## src/rtl/seg_scan_driver.sv

```systemverilog
// seg_scan_driver: time-multiplexed common-anode 7-segment scanner.
// Captures a packed multi-digit value into shadows, scans one digit per
// slot with a leading blank interval, and decodes each nibble to active-low
// segments. Handles leading-zero suppression, per-digit blink and decimal
// points.

// Per-digit darkening logic: blink and leading-zero suppression.
module seg_lane (
    input  logic [3:0] nib,
    input  logic       upper_zero,  // every nibble above this one is zero
    input  logic       lz_ok,       // this digit may be suppressed
    input  logic       blink,
    input  logic       blink_ph,
    output logic       zero_here,   // this nibble and all above are zero
    output logic       dark
);
    assign zero_here = (nib == 4'd0) && upper_zero;
    assign dark      = (blink && blink_ph) || (lz_ok && zero_here);
endmodule

module seg_scan_driver #(
    parameter int NUM_DIGITS   = 4,
    parameter int CLK_DIV      = 50000,
    parameter int BLANK_CYCLES = 500,
    parameter int BLINK_DIV    = 25000000,
    parameter bit HEX_MODE     = 1'b0,
    parameter bit LZ_SUPPRESS  = 1'b1
) (
    input  logic                    clk,
    input  logic                    rst_n,
    input  logic [4*NUM_DIGITS-1:0] value,
    input  logic                    load,
    input  logic [NUM_DIGITS-1:0]   dp_in,
    input  logic [NUM_DIGITS-1:0]   blink_en,
    output logic [6:0]              disp,
    output logic                    dp,
    output logic [NUM_DIGITS-1:0]   an,
    output logic                    scan_tick
);
    localparam int DW = $clog2(CLK_DIV);
    localparam int IW = (NUM_DIGITS > 1) ? $clog2(NUM_DIGITS) : 1;
    localparam int BW = (BLINK_DIV > 1) ? $clog2(BLINK_DIV) : 1;
    localparam logic [6:0] SEG_E = 7'b0000110;

    logic [NUM_DIGITS-1:0][3:0] val_q;
    logic [NUM_DIGITS-1:0]      dp_q;
    logic [NUM_DIGITS-1:0]      blink_q;
    logic [DW-1:0]              div_cnt;
    logic [IW-1:0]              idx;
    logic [BW-1:0]              blink_cnt;
    logic                       blink_ph;

    logic                       div_wrap;
    logic                       in_blank;
    logic [NUM_DIGITS:0]        zero_chain;
    logic [NUM_DIGITS-1:0]      lane_dark;
    logic                       dark;

    assign div_wrap = (div_cnt == DW'(CLK_DIV - 1));

    // Blank interval check; a zero-length interval must not compare unsigned < 0.
    generate
        if (BLANK_CYCLES == 0) begin : g_noblank
            assign in_blank = 1'b0;
        end else begin : g_blank
            assign in_blank = (div_cnt < DW'(BLANK_CYCLES));
        end
    endgenerate

    // Zero chain runs from the top digit down so each lane knows whether
    // it and everything to its left is zero.
    assign zero_chain[NUM_DIGITS] = 1'b1;

    generate
        for (genvar k = 0; k < NUM_DIGITS; k++) begin : g_lane
            seg_lane u_lane (
                .nib        (val_q[k]),
                .upper_zero (zero_chain[k+1]),
                .lz_ok      (LZ_SUPPRESS && (k != 0)),
                .blink      (blink_q[k]),
                .blink_ph   (blink_ph),
                .zero_here  (zero_chain[k]),
                .dark       (lane_dark[k])
            );
        end
    endgenerate

    assign dark = in_blank || lane_dark[idx];

    function automatic logic [6:0] seg_decode(input logic [3:0] n);
        logic [6:0] s;
        s = SEG_E;
        case (n)
            4'h0: s = 7'b1000000;
            4'h1: s = 7'b1111001;
            4'h2: s = 7'b0100100;
            4'h3: s = 7'b0110000;
            4'h4: s = 7'b0011001;
            4'h5: s = 7'b0010010;
            4'h6: s = 7'b0000010;
            4'h7: s = 7'b1111000;
            4'h8: s = 7'b0000000;
            4'h9: s = 7'b0011000;
            4'hA: s = HEX_MODE ? 7'b0001000 : SEG_E;
            4'hB: s = HEX_MODE ? 7'b0000011 : SEG_E;
            4'hC: s = HEX_MODE ? 7'b1000110 : SEG_E;
            4'hD: s = HEX_MODE ? 7'b0100001 : SEG_E;
            4'hE: s = SEG_E;
            4'hF: s = HEX_MODE ? 7'b0001110 : SEG_E;
            default: s = SEG_E;
        endcase
        return s;
    endfunction

    // Shadow capture, slot/digit scan counters and blink phase.
    always_ff @(posedge clk or negedge rst_n) begin
        if (!rst_n) begin
            val_q     <= '0;
            dp_q      <= '0;
            blink_q   <= '0;
            div_cnt   <= '0;
            idx       <= '0;
            blink_cnt <= '0;
            blink_ph  <= 1'b0;
        end else begin
            if (load) begin
                val_q   <= value;
                dp_q    <= dp_in;
                blink_q <= blink_en;
            end
            if (div_wrap) begin
                div_cnt <= '0;
                idx     <= (idx == IW'(NUM_DIGITS - 1)) ? '0 : idx + 1'b1;
            end else begin
                div_cnt <= div_cnt + 1'b1;
            end
            if (blink_cnt == BW'(BLINK_DIV - 1)) begin
                blink_cnt <= '0;
                blink_ph  <= ~blink_ph;
            end else begin
                blink_cnt <= blink_cnt + 1'b1;
            end
        end
    end

    // Registered pin drive: one cycle behind the scan state.
    always_ff @(posedge clk or negedge rst_n) begin
        if (!rst_n) begin
            an        <= '1;
            disp      <= 7'h7F;
            dp        <= 1'b1;
            scan_tick <= 1'b0;
        end else begin
            scan_tick <= div_wrap && (idx == IW'(NUM_DIGITS - 1));
            if (dark) begin
                an   <= '1;
                disp <= 7'h7F;
                dp   <= 1'b1;
            end else begin
                an   <= ~(NUM_DIGITS'(1) << idx);
                disp <= seg_decode(val_q[idx]);
                dp   <= ~dp_q[idx];
            end
        end
    end
endmodule

```

## config.mk

```make
export PLATFORM = sky130hd
export DESIGN_NAME = seg_scan_driver
export DESIGN_NICKNAME = d
export VERILOG_FILES = /design/src/rtl/seg_scan_driver.sv
export SDC_FILE = /design/constraint.sdc
export NUM_CORES = 1
export LEC_CHECK = 0
export BUFFER_PORTS_ARGS = -buffer_cell sky130_fd_sc_hd__clkbuf_2
export CAP_MARGIN = 20
export CORE_MARGIN = 1
export CORE_UTILIZATION = 45
export DETAILED_ROUTE_END_ITERATION = 10
export PLACE_DENSITY = 0.66
export SYNTH_ARGS = -nofsm -noshare
export SYNTH_HDL_FRONTEND = slang
export SYNTH_HIERARCHICAL = 1
export SYNTH_SLANG_ARGS = --single-unit
```

## constraint.sdc

```tcl
create_clock -name clk -period 2.6 [get_ports clk]
set_input_delay 0.13 -clock clk [delete_from_list [all_inputs] [get_ports clk]]
set_output_delay 0.13 -clock clk [all_outputs]
set_load 0.02 [all_outputs]
```

==> qor.yml, run 1 <==
slew_headroom_pct: 60.0
diodes: 0
root_buffer: "clkbuf_8"
clk_path_buf_depth: 2
nFillCells: 734
grt_first_pass_wirelength_microns: 12600
min_period_ns: 2.18
max_freq_mhz: 458
power_switching_w: 0.000545
startpoint: "blink_cnt[0]$_DFF_PN0_"
cts_tree: "built"
critPathMaxStageDelay_ns: 0.59
cts.sinks: 81
syn_avg_cell_area_sq_um: 11.7
num_io_pins: 40
ant_nets: 0
gp_congestion: 0.803
crit_path_start_kind: "flop"
clk_latency_ns: 0.36
viasPerCell: 5.12
p_per_area_nw_per_um2: 524
firstDrtPassIters: 4
h-tree-depth: 3
cts-resized-gates: 0
die_x_microns: 95.0
routedWlPerCell_microns: 14.3
cp.required_ns: 2.88
cpMaxStageDelayCell: "or4_4"
holdPathStages: 2
cp_max_fo: 16
cts.reportedPaths.clkPinSlew_ns: 0.08
fin_skew_ns: 0.0124
p_int_w: 0.00181
rows: 33
crit_arrival_ns: 2.46
clockPowerShare_pct: 36.4
drtIter0Drc: 79
cts_setup_buffers: 0
r2r.worst_path.cells: 6
initial_core_util_pct: 46.9
syn2layout_area_growth_pct: 15.4
finalWirelength_microns: 7100
rsz0062_at_grt: "false"
worstHoldPathType: "input pin to flop"
grt_pass1_vias: 2683
reg2reg_from: "blink_cnt[0]$_DFF_PN0_"
final_nets: 426
cp-end-kind: "flop"
ys_warn_count: 6
finalCritPeriodShare_pct: 84.0
worst_hold_startpoint: "value[9]"
fp.dieH_microns: 95.0
drv_cap: 0
grt_max_degree: 82
p_leak_nw: 2.01
syn_inst: 332
finalHoldViolCount: 0
portBuffers: 39
hpwl_microns: 4970
ir_worst_vdd_v: 0.000327
drive_gt1_share_pct: 30.0
p_seq_share_pct: 56.5
worstMarginPinSlew_ns: 0.595
overflow: 0
grt_use_total_pct: 18.7
setup_viol: 0
numCtsBuffers: 9
holdBufCountCts: 7
regArea_sq_um: 2040
antenna_found_initial: 0
report.final.slew_viol_count: 0
syn-cell-area_sq_um: 3890
outcome: "completed"
drc_errors: 0
cp.depth: 6
cp.buffers_inverters: 0
p_sw_share_pct: 23.2
finalSetupTns_ns: 0
die_area_sq_um: 9020
dr_total_vias: 2549
combinationalPowerShare_pct: 7.1
crit_chain: "ha_1 -> nand4_2 -> or2_1 -> or4_4 -> nor2_8 -> xor2_1"
critPathTopFamily: "simple AND/OR/NAND/NOR gates"
multi_input_area_sq_um: 1760
worstSetupPathType: "flop to flop"
design_power_total_w: 0.00235
core_sq_um: 8300
[placed cells by master (no fill, tap or decap), drive strengths merged, types with 3 or more instances in the layout]
cell and instances:
dfrtp 69, clkbuf 51, nor2 41, nand2 25, mux2 25, xor2 18
xnor2 17, nand3 14, dfstp 12, inv 11, ha 11, o21ai 9
nand4 9, dlygate4sd3 7, mux4 6, conb 6, buf 6, nor4 6
and3 5, nor3 4, a21oi 4, nor4bb 4, a22o 4, and4 3
clkinv 3, and4bb 3, or4 3
[power groups by stage]
stage | combinational (W) | sequential (W) | clock [W]
after floorplan | 0.0000941 | 0.00134 | 0
after global placement | 0.000150 | 0.00135 | 0
after detailed placement | 0.000155 | 0.00135 | 0
after CTS | 0.000164 | 0.00133 | 0.000885
after global routing | 0.000188 | 0.00133 | 0.000941
final | 0.000166 | 0.00133 | 0.000857
[flip-flops by register name, summed over array words and instances, names as in the netlist]
signal,count
blink_cnt,25
an,4
dp_q,4
div_cnt,16
dp,1
val_q,16
scan_tick,1
disp,7
blink_q,4
idx,2
blink_ph,1
[per-stage QoR]
step | hold slack, ns | worst slack [ns] | area [sq um] | cells | utilization, %
after floorplan | -0.166 | 0.466 | 3900 | 336 | -
after global placement | 0.360 | 0.467 | 4210 | 474 | 50.7
after detailed placement | 0.365 | 0.416 | 4210 | 474 | 50.7
after CTS | 0.000184 | 0.396 | 4460 | 497 | 53.7
after global routing | 0.00467 | 0.287 | 4490 | 498 | 54.1
final | 0.0139 | 0.416 | 4490 | 498 | 54.1
[final cells by class]
type / instances / area share [%]
flip-flops and latches: 81 / 45.5
multi-input cells: 234 / 39.3
repair buffers: 51 / 7.25
clock buffers: 13 / 3.76
well taps: 105 / 2.93
inverters: 11 / 0.920
clock inverters: 3 / 0.335
[layer usage]
layer	GRT usage (%)	vias to the layer above	part of all wire (%)
li1	-	1259	-
met1	24.3	1246	47
met2	29.4	34	47
met3	5.48	10	3.8
met4	6.94	0	1.6
met5	0	-	0
[path summary, 6_finish.rpt]
| check | endpoint | slack [ns] |
|---|---|---|
| worst min register to register | div_cnt[0]$_DFF_PN0_ | 0.48 |
| worst min-delay path | val_q[9]$_DFFE_PN0P_ | 0.01 |
| worst max register to register | blink_ph$_DFFE_PN0N_ | 0.42 |
| worst max-delay path | blink_ph$_DFFE_PN0N_ | 0.42 |
| max in group asynchronous | disp[1]$_DFF_PN1_ | 1.80 |
| min in group asynchronous | scan_tick$_DFF_PN0_ | 0.19 |
Power figures use the tool's default switching activity.
==> run 2, diff against run 1 <==
--- a/config.mk
+++ b/config.mk
@@ -10,7 +10,7 @@
 export CORE_MARGIN = 1
 export CORE_UTILIZATION = 45
 export DETAILED_ROUTE_END_ITERATION = 10
-export PLACE_DENSITY = 0.66
+export PLACE_DENSITY = 0.68
 export SYNTH_ARGS = -nofsm -noshare
 export SYNTH_HDL_FRONTEND = slang
 export SYNTH_HIERARCHICAL = 1
==> constraint.sdc (replaced) <==
create_clock -name clk -period 1.8 [get_ports clk]
set_input_delay 0.09 -clock clk [delete_from_list [all_inputs] [get_ports clk]]
set_output_delay 0.09 -clock clk [all_outputs]
set_load 0.02 [all_outputs]
==> qor.yml, run 2 (same netlist as run 1, synthesis figures left out) <==
outcome: "finished with violations"
violations: "negative setup slack"
stdcell_area_sq_um: 5200  # +16%
multi_input_area_sq_um: 1910  # +8.5%
antenna_found_initial: 0  # unchanged
die_x_microns: 95.0  # unchanged
power_switching_w: 0.000850  # +56%
rows: 33  # unchanged
clk_path_buf_depth: 2  # unchanged
regMostFlops: "blink_cnt"
drive_gt1_share_pct: 39.7  # +9.7 points
diodes: 0  # unchanged
final_common_cell: "dfrtp_1"
worstHoldPathType: "input pin to asynchronous set/reset pin"
numCtsBuffers: 9  # unchanged
path_common_cell: "and4bb_1"
finalHoldViolCount: 0  # unchanged
rsz0062_at_grt: "true"
num_io_pins: 40  # unchanged
final_nets: 494  # +16%
clockPowerShare_pct: 33.8  # -2.6 points
routedWlPerCell_microns: 14.6  # +2.4%
cp.buffers_inverters: 1  # +1
firstDrtPassIters: 4  # unchanged
viasPerCell: 5.08  # -0.73%
largest_reg_flops: 25  # unchanged
ir_worst_vdd_v: 0.000455  # +39%
grt_pass1_vias: 3038  # +13%
ant_nets: 0  # unchanged
regArea_sq_um: 2040  # unchanged
clk_latency_ns: 0.35  # about the same
gp_congestion: 0.815  # +1.5%
top_regs: "blink_cnt x25, div_cnt x16, val_q x16"
cpMaxStageDelayCell: "mux4_2"
p_leak_nw: 2.34  # +16%
drc_errors: 0  # unchanged
overflow: 0  # unchanged
root_buffer: "clkbuf_8"
worstMarginPinSlew_ns: 0.619  # +0.0240 ns
cts.reportedPaths.clkPinSlew_ns: 0.08  # about the same
h-tree-depth: 3  # unchanged
cts_tree: "built"
worstSetupPathType: "flop to flop"
core_sq_um: 8300  # unchanged
grt_use_total_pct: 20.8  # +2.1 points
dpl_cell_area_sq_um: 4560  # +8.4%
cts.sinks: 81  # unchanged
layout_setup_ws_ns: -0.288  # -0.704 ns
drv_cap: 0  # unchanged
report.final.slew_viol_count: 0  # unchanged
p_seq_share_pct: 55.9  # -0.6 points
slew_headroom_pct: 58.7  # -1.3 points
p_per_area_nw_per_um2: 659  # +26%
setup_viol: 28  # +28
min_period_ns: 2.09  # -0.0957 ns
final_cell_mix: "dfrtp_1, buf_4, clkbuf_2"
finalCritPeriodShare_pct: 116  # +32 points
initial_core_util_pct: 46.9  # unchanged
critPathMaxStageDelay_ns: 0.47  # -0.12 ns
portBuffers: 39  # unchanged
nFillCells: 651  # -11%
drtIter0Drc: 136  # +72%
fp.dieH_microns: 95.0  # unchanged
p_int_w: 0.00258  # +43%
p_sw_share_pct: 24.8  # +1.6 points
fin_skew_ns: 0.00759  # -0.00480 ns
hpwl_microns: 5570  # +12%
finish.utilization_pct: 62.7  # +8.6 points
cp-end-kind: "flop"
critPathTopFamily: "simple AND/OR/NAND/NOR gates"
crit_path_start_kind: "flop"
crit_chain: "nor2_2 -> and4bb_1 -> and4bb_1 -> nor4bb_1 -> a22o_1 -> mux4_2 -> a21oi_4 -> buf_6 -> nand2_1"
dr_total_vias: 2876  # +13%
finalWirelength_microns: 8260  # +16%
crit_arrival_ns: 2.37  # -0.09 ns
die_area_sq_um: 9020  # unchanged
cp.required_ns: 2.08  # -0.80 ns
cp_max_fo: 6  # -10
grt_first_pass_wirelength_microns: 14300  # +13%
combinationalPowerShare_pct: 10.3  # +3.2 points
syn2layout_area_growth_pct: 33.8
max_freq_mhz: 479  # +4.6%
grt_max_degree: 35  # -57%
## run 2: cell count changes in the layout (fill, tap and decap cells not counted), moves of 4 or more
cell | previous run | this run
buf_4 | 5 | 50
dlygate4sd3_1 | 7 | 25
nor2_4 | 0 | 11
nor2_2 | 10 | 3
nor2_1 | 30 | 26
## run 2: per-stage QoR
step | instances | worst slack, ns | total power [W] | TNS, ns | hold slack (ns)
finish | 566 | -0.288 | 0.00343 | -4.40 | 0.219
global route | 566 | -0.394 | 0.00359 | -6.93 | 0.253
CTS | 561 | -0.228 | 0.00345 | -2.83 | 0.219
detailed placement | 515 | -0.252 | 0.00223 | -3.39 | 0.0599
global placement | 515 | -0.217 | 0.00222 | -3.07 | 0.0570
floorplan | 336 | -0.101 | 0.00207 | -1.02 | -0.206
## run 2: final timing paths
kind / slack, ns / start / depth (start not counted) / end
worst min-delay path: 0.22 / rst_n / 2 / idx[1]$_DFFE_PN0N_
worst max-delay path: -0.29 / val_q[14]$_DFFE_PN0P_ / 9 / dp$_DFF_PN1_
min in group clk: 0.48 / load / 2 / val_q[13]$_DFFE_PN0P_
max in group asynchronous: 1.02 / rst_n / 3 / blink_cnt[20]$_DFF_PN0_
worst max register to register: -0.29 / val_q[14]$_DFFE_PN0P_ / 9 / dp$_DFF_PN1_
worst min register to register: 0.50 / div_cnt[7]$_DFF_PN0_ / 1 / div_cnt[7]$_DFF_PN0_
## run 2: cell type report
cell class                      instances  area share, %
Inverter                               11          0.793
Multi-Input combinational cell        234           36.8
Timing Repair Buffer                  119           17.5
Clock buffer                           11           2.52
Tap cell                              105           2.52
Clock inverter                          5          0.649
Sequential cell                        81           39.2
## run 2: timing repair
item / CTS / global route
buffers inserted: 5 / 5
setup endpoints to repair: 32 / 35
hold buffers: 25 / 0
endpoints found under the hold margin: 56 / 0
gates cloned: 0 / 0
resized for setup: 22 / 11
pin swaps: 19 / 5
## run 2: power by group through the flow
stage	clock network (W)	registers [W]	logic (W)
2_1_floorplan	0	0.00193	0.000137
3_3_place_gp	0	0.00194	0.000278
3_5_place_dp	0	0.00195	0.000285
4_1_cts	0.00120	0.00191	0.000342
5_1_grt	0.00128	0.00192	0.000388
6_report	0.00116	0.00192	0.000355
## run 2: routing by layer
| metal | track usage [%] | wire, microns |
|---|---|---|
| met1 | 25.3 | 3500 |
| met2 | 36.2 | 4250 |
| met3 | 4.35 | 357 |
| met4 | 7.83 | 157 |
| met5 | 0 | 0 |
==> run 3, diff against run 2 <==
--- a/config.mk
+++ b/config.mk
@@ -8,9 +8,9 @@
 export BUFFER_PORTS_ARGS = -buffer_cell sky130_fd_sc_hd__clkbuf_2
 export CAP_MARGIN = 20
 export CORE_MARGIN = 1
-export CORE_UTILIZATION = 45
+export CORE_UTILIZATION = 50
 export DETAILED_ROUTE_END_ITERATION = 10
-export PLACE_DENSITY = 0.68
+export PLACE_DENSITY = 0.74
 export SYNTH_ARGS = -nofsm -noshare
 export SYNTH_HDL_FRONTEND = slang
 export SYNTH_HIERARCHICAL = 1
==> qor.yml, run 3 (same netlist as run 1, synthesis figures left out) <==
outcome: "finished with violations"
violations: "negative setup slack"
final_cell_mix: "dfrtp_1, buf_4, clkbuf_2"
antenna_found_initial: 0  # unchanged
worstHoldPathType: "input pin to asynchronous set/reset pin"
cts_tree: "built"
overflow: 0  # unchanged
stdcell_area_sq_um: 5210  # +0.17%
initial_core_util_pct: 52.8  # +5.9 points
regMostFlops: "blink_cnt"
r2r_end: "an[3]$_DFF_PN1_"
p_leak_nw: 2.34  # +0.11%
grt_pass1_vias: 2962  # -2.5%
startpoint: "val_q[14]$_DFFE_PN0P_"
num_io_pins: 40  # unchanged
finalCritPeriodShare_pct: 117  # +1.3 points
setup_viol: 30  # +7.1%
p_per_area_nw_per_um2: 678  # +3.0%
root_buffer: "clkbuf_8"
drive_gt1_share_pct: 39.6  # -0.090 points
design_power_total_w: 0.00354  # +3.2%
finalHoldViolCount: 0  # unchanged
dr_total_vias: 2908  # +1.1%
core_sq_um: 7370  # -11%
ir_worst_vdd_v: 0.000610  # +34%
crit_arrival_ns: 2.39  # +0.02 ns
grt_first_pass_wirelength_microns: 13900  # -3.1%
reg2reg_from: "val_q[14]$_DFFE_PN0P_"
fin_skew_ns: 0.00773  # +0.000143 ns
routedWlPerCell_microns: 15.1  # +3.2%
syn2layout_area_growth_pct: 34.0
grt_use_total_pct: 21.9  # +1.1 points
fp.dieH_microns: 90.2  # -5.0%
cp_max_fo: 6  # unchanged
rsz0062_at_grt: "true"
power_switching_w: 0.000830  # -2.4%
drc_errors: 0  # unchanged
report.final.slew_viol_count: 0  # unchanged
min_period_ns: 2.11  # +0.0240 ns
rows: 31  # -6.1%
largest_reg_flops: 25  # unchanged
viasPerCell: 5.23  # +2.9%
top_regs: "blink_cnt x25, div_cnt x16, val_q x16"
cp.required_ns: 2.08  # about the same
layout_setup_ws_ns: -0.312  # -0.0240 ns
r2r.worst_path.cells: 9  # unchanged
cp-end-kind: "flop"
worstMarginPinSlew_ns: 0.618  # -0.00170 ns
combinationalPowerShare_pct: 9.4  # -0.9 points
gp_congestion: 0.815  # about the same
finalWirelength_microns: 8370  # +1.4%
cts.reportedPaths.clkPinSlew_ns: 0.08  # about the same
max_freq_mhz: 473  # -1.1%
r2r_slack_ns: -0.31  # -0.02 ns
drtIter0Drc: 154  # +13%
die_x_microns: 90.2  # -5.0%
clk_latency_ns: 0.34  # about the same
hpwl_microns: 5380  # -3.5%
layout.cells.non_filler: 556  # -1.8%
p_seq_share_pct: 54.0  # -1.9 points
crit_path_start_kind: "flop"
grt_max_degree: 46  # +31%
diodes: 0  # unchanged
portBuffers: 39  # unchanged
p_int_w: 0.00271  # +5.0%
dpl.cell_count: 509  # -1.2%
clk_path_buf_depth: 2  # unchanged
worstSetupPathType: "flop to flop"
final_common_cell: "dfrtp_1"
p_sw_share_pct: 23.5  # -1.3 points
final_nets: 490  # -0.81%
h-tree-depth: 3  # unchanged
clockPowerShare_pct: 36.6  # +2.8 points
numCtsBuffers: 9  # unchanged
drv_cap: 0  # unchanged
dpl_cell_area_sq_um: 4540  # -0.44%
firstDrtPassIters: 4  # unchanged
die_area_sq_um: 8130  # -9.8%
cts.sinks: 81  # unchanged
ant_nets: 0  # unchanged
slew_headroom_pct: 58.8  # +0.11 points
## run 3: how the worst max path moves through the flow
stage | end | slack [ns] | cells past startpoint
6_report | an[3]$_DFF_PN1_ | -0.31 | 9
5_1_grt | an[3]$_DFF_PN1_ | -0.41 | 9
4_1_cts | an[3]$_DFF_PN1_ | -0.27 | 9
3_5_place_dp | disp[4]$_DFF_PN1_ | -0.29 | 8
3_3_place_gp | an[3]$_DFF_PN1_ | -0.22 | 9
2_1_floorplan | blink_cnt[12]$_DFF_PN0_ | -0.10 | 7
## run 3: what timing repair did
item                                   in CTS  in global routing
pin swaps                                   7                 18
setup endpoints to repair                  40                 31
endpoints found under the hold margin      50                  0
gates resized for setup                    19                 26
setup buffers                               4                  3
hold buffers                               25                  0
cloned                                      1                  0
## run 3: per-layer routing
metal	track usage (%)	share of wire [%]	vias to the layer above
met4	8.74	2.5	0
met3	5.25	3.5	17
met1	26.6	42	1429
li1	-	-	1390
met2	37.4	52	72
met5	0	0	-
## run 3: layout make-up
type | instances | area [sq um]
fillers | 500 | 2160
flip-flops and latches | 81 | 2040
multi-input cells | 234 | 1920
repair buffers | 115 | 898
clock buffers | 12 | 135
well taps | 99 | 124
clock inverters | 4 | 53.8
inverters | 11 | 41.3
## run 3: power groups by stage
stage | logic [W] | registers [W] | clock network (W)
2_1_floorplan | 0.000137 | 0.00193 | 0
3_3_place_gp | 0.000276 | 0.00194 | 0
3_5_place_dp | 0.000285 | 0.00194 | 0
4_1_cts | 0.000330 | 0.00191 | 0.00132
5_1_grt | 0.000366 | 0.00192 | 0.00139
6_report | 0.000333 | 0.00191 | 0.00129
## run 3: stage by stage
step | setup TNS, ns | hold WS (ns) | util, % | setup WS [ns]
2_1_floorplan | -1.02 | -0.206 | - | -0.101
3_3_place_gp | -3.04 | 0.0749 | 61.6 | -0.221
3_5_place_dp | -4.44 | 0.0796 | 61.6 | -0.294
4_1_cts | -4.95 | 0.247 | 69.4 | -0.265
5_1_grt | -8.38 | 0.267 | 70.7 | -0.405
6_report | -5.88 | 0.237 | 70.7 | -0.312
## run 3: worst max-delay path, stage by stage, from the launching register on
cell,delay (ns)
dfrtp_1,0.36
nor2_2,0.05
and4bb_1,0.21
and4bb_1,0.21
nor4bb_1,0.14
a22o_1,0.19
mux4_2,0.48
a21oi_4,0.21
buf_6,0.15
nand2_1,0.05
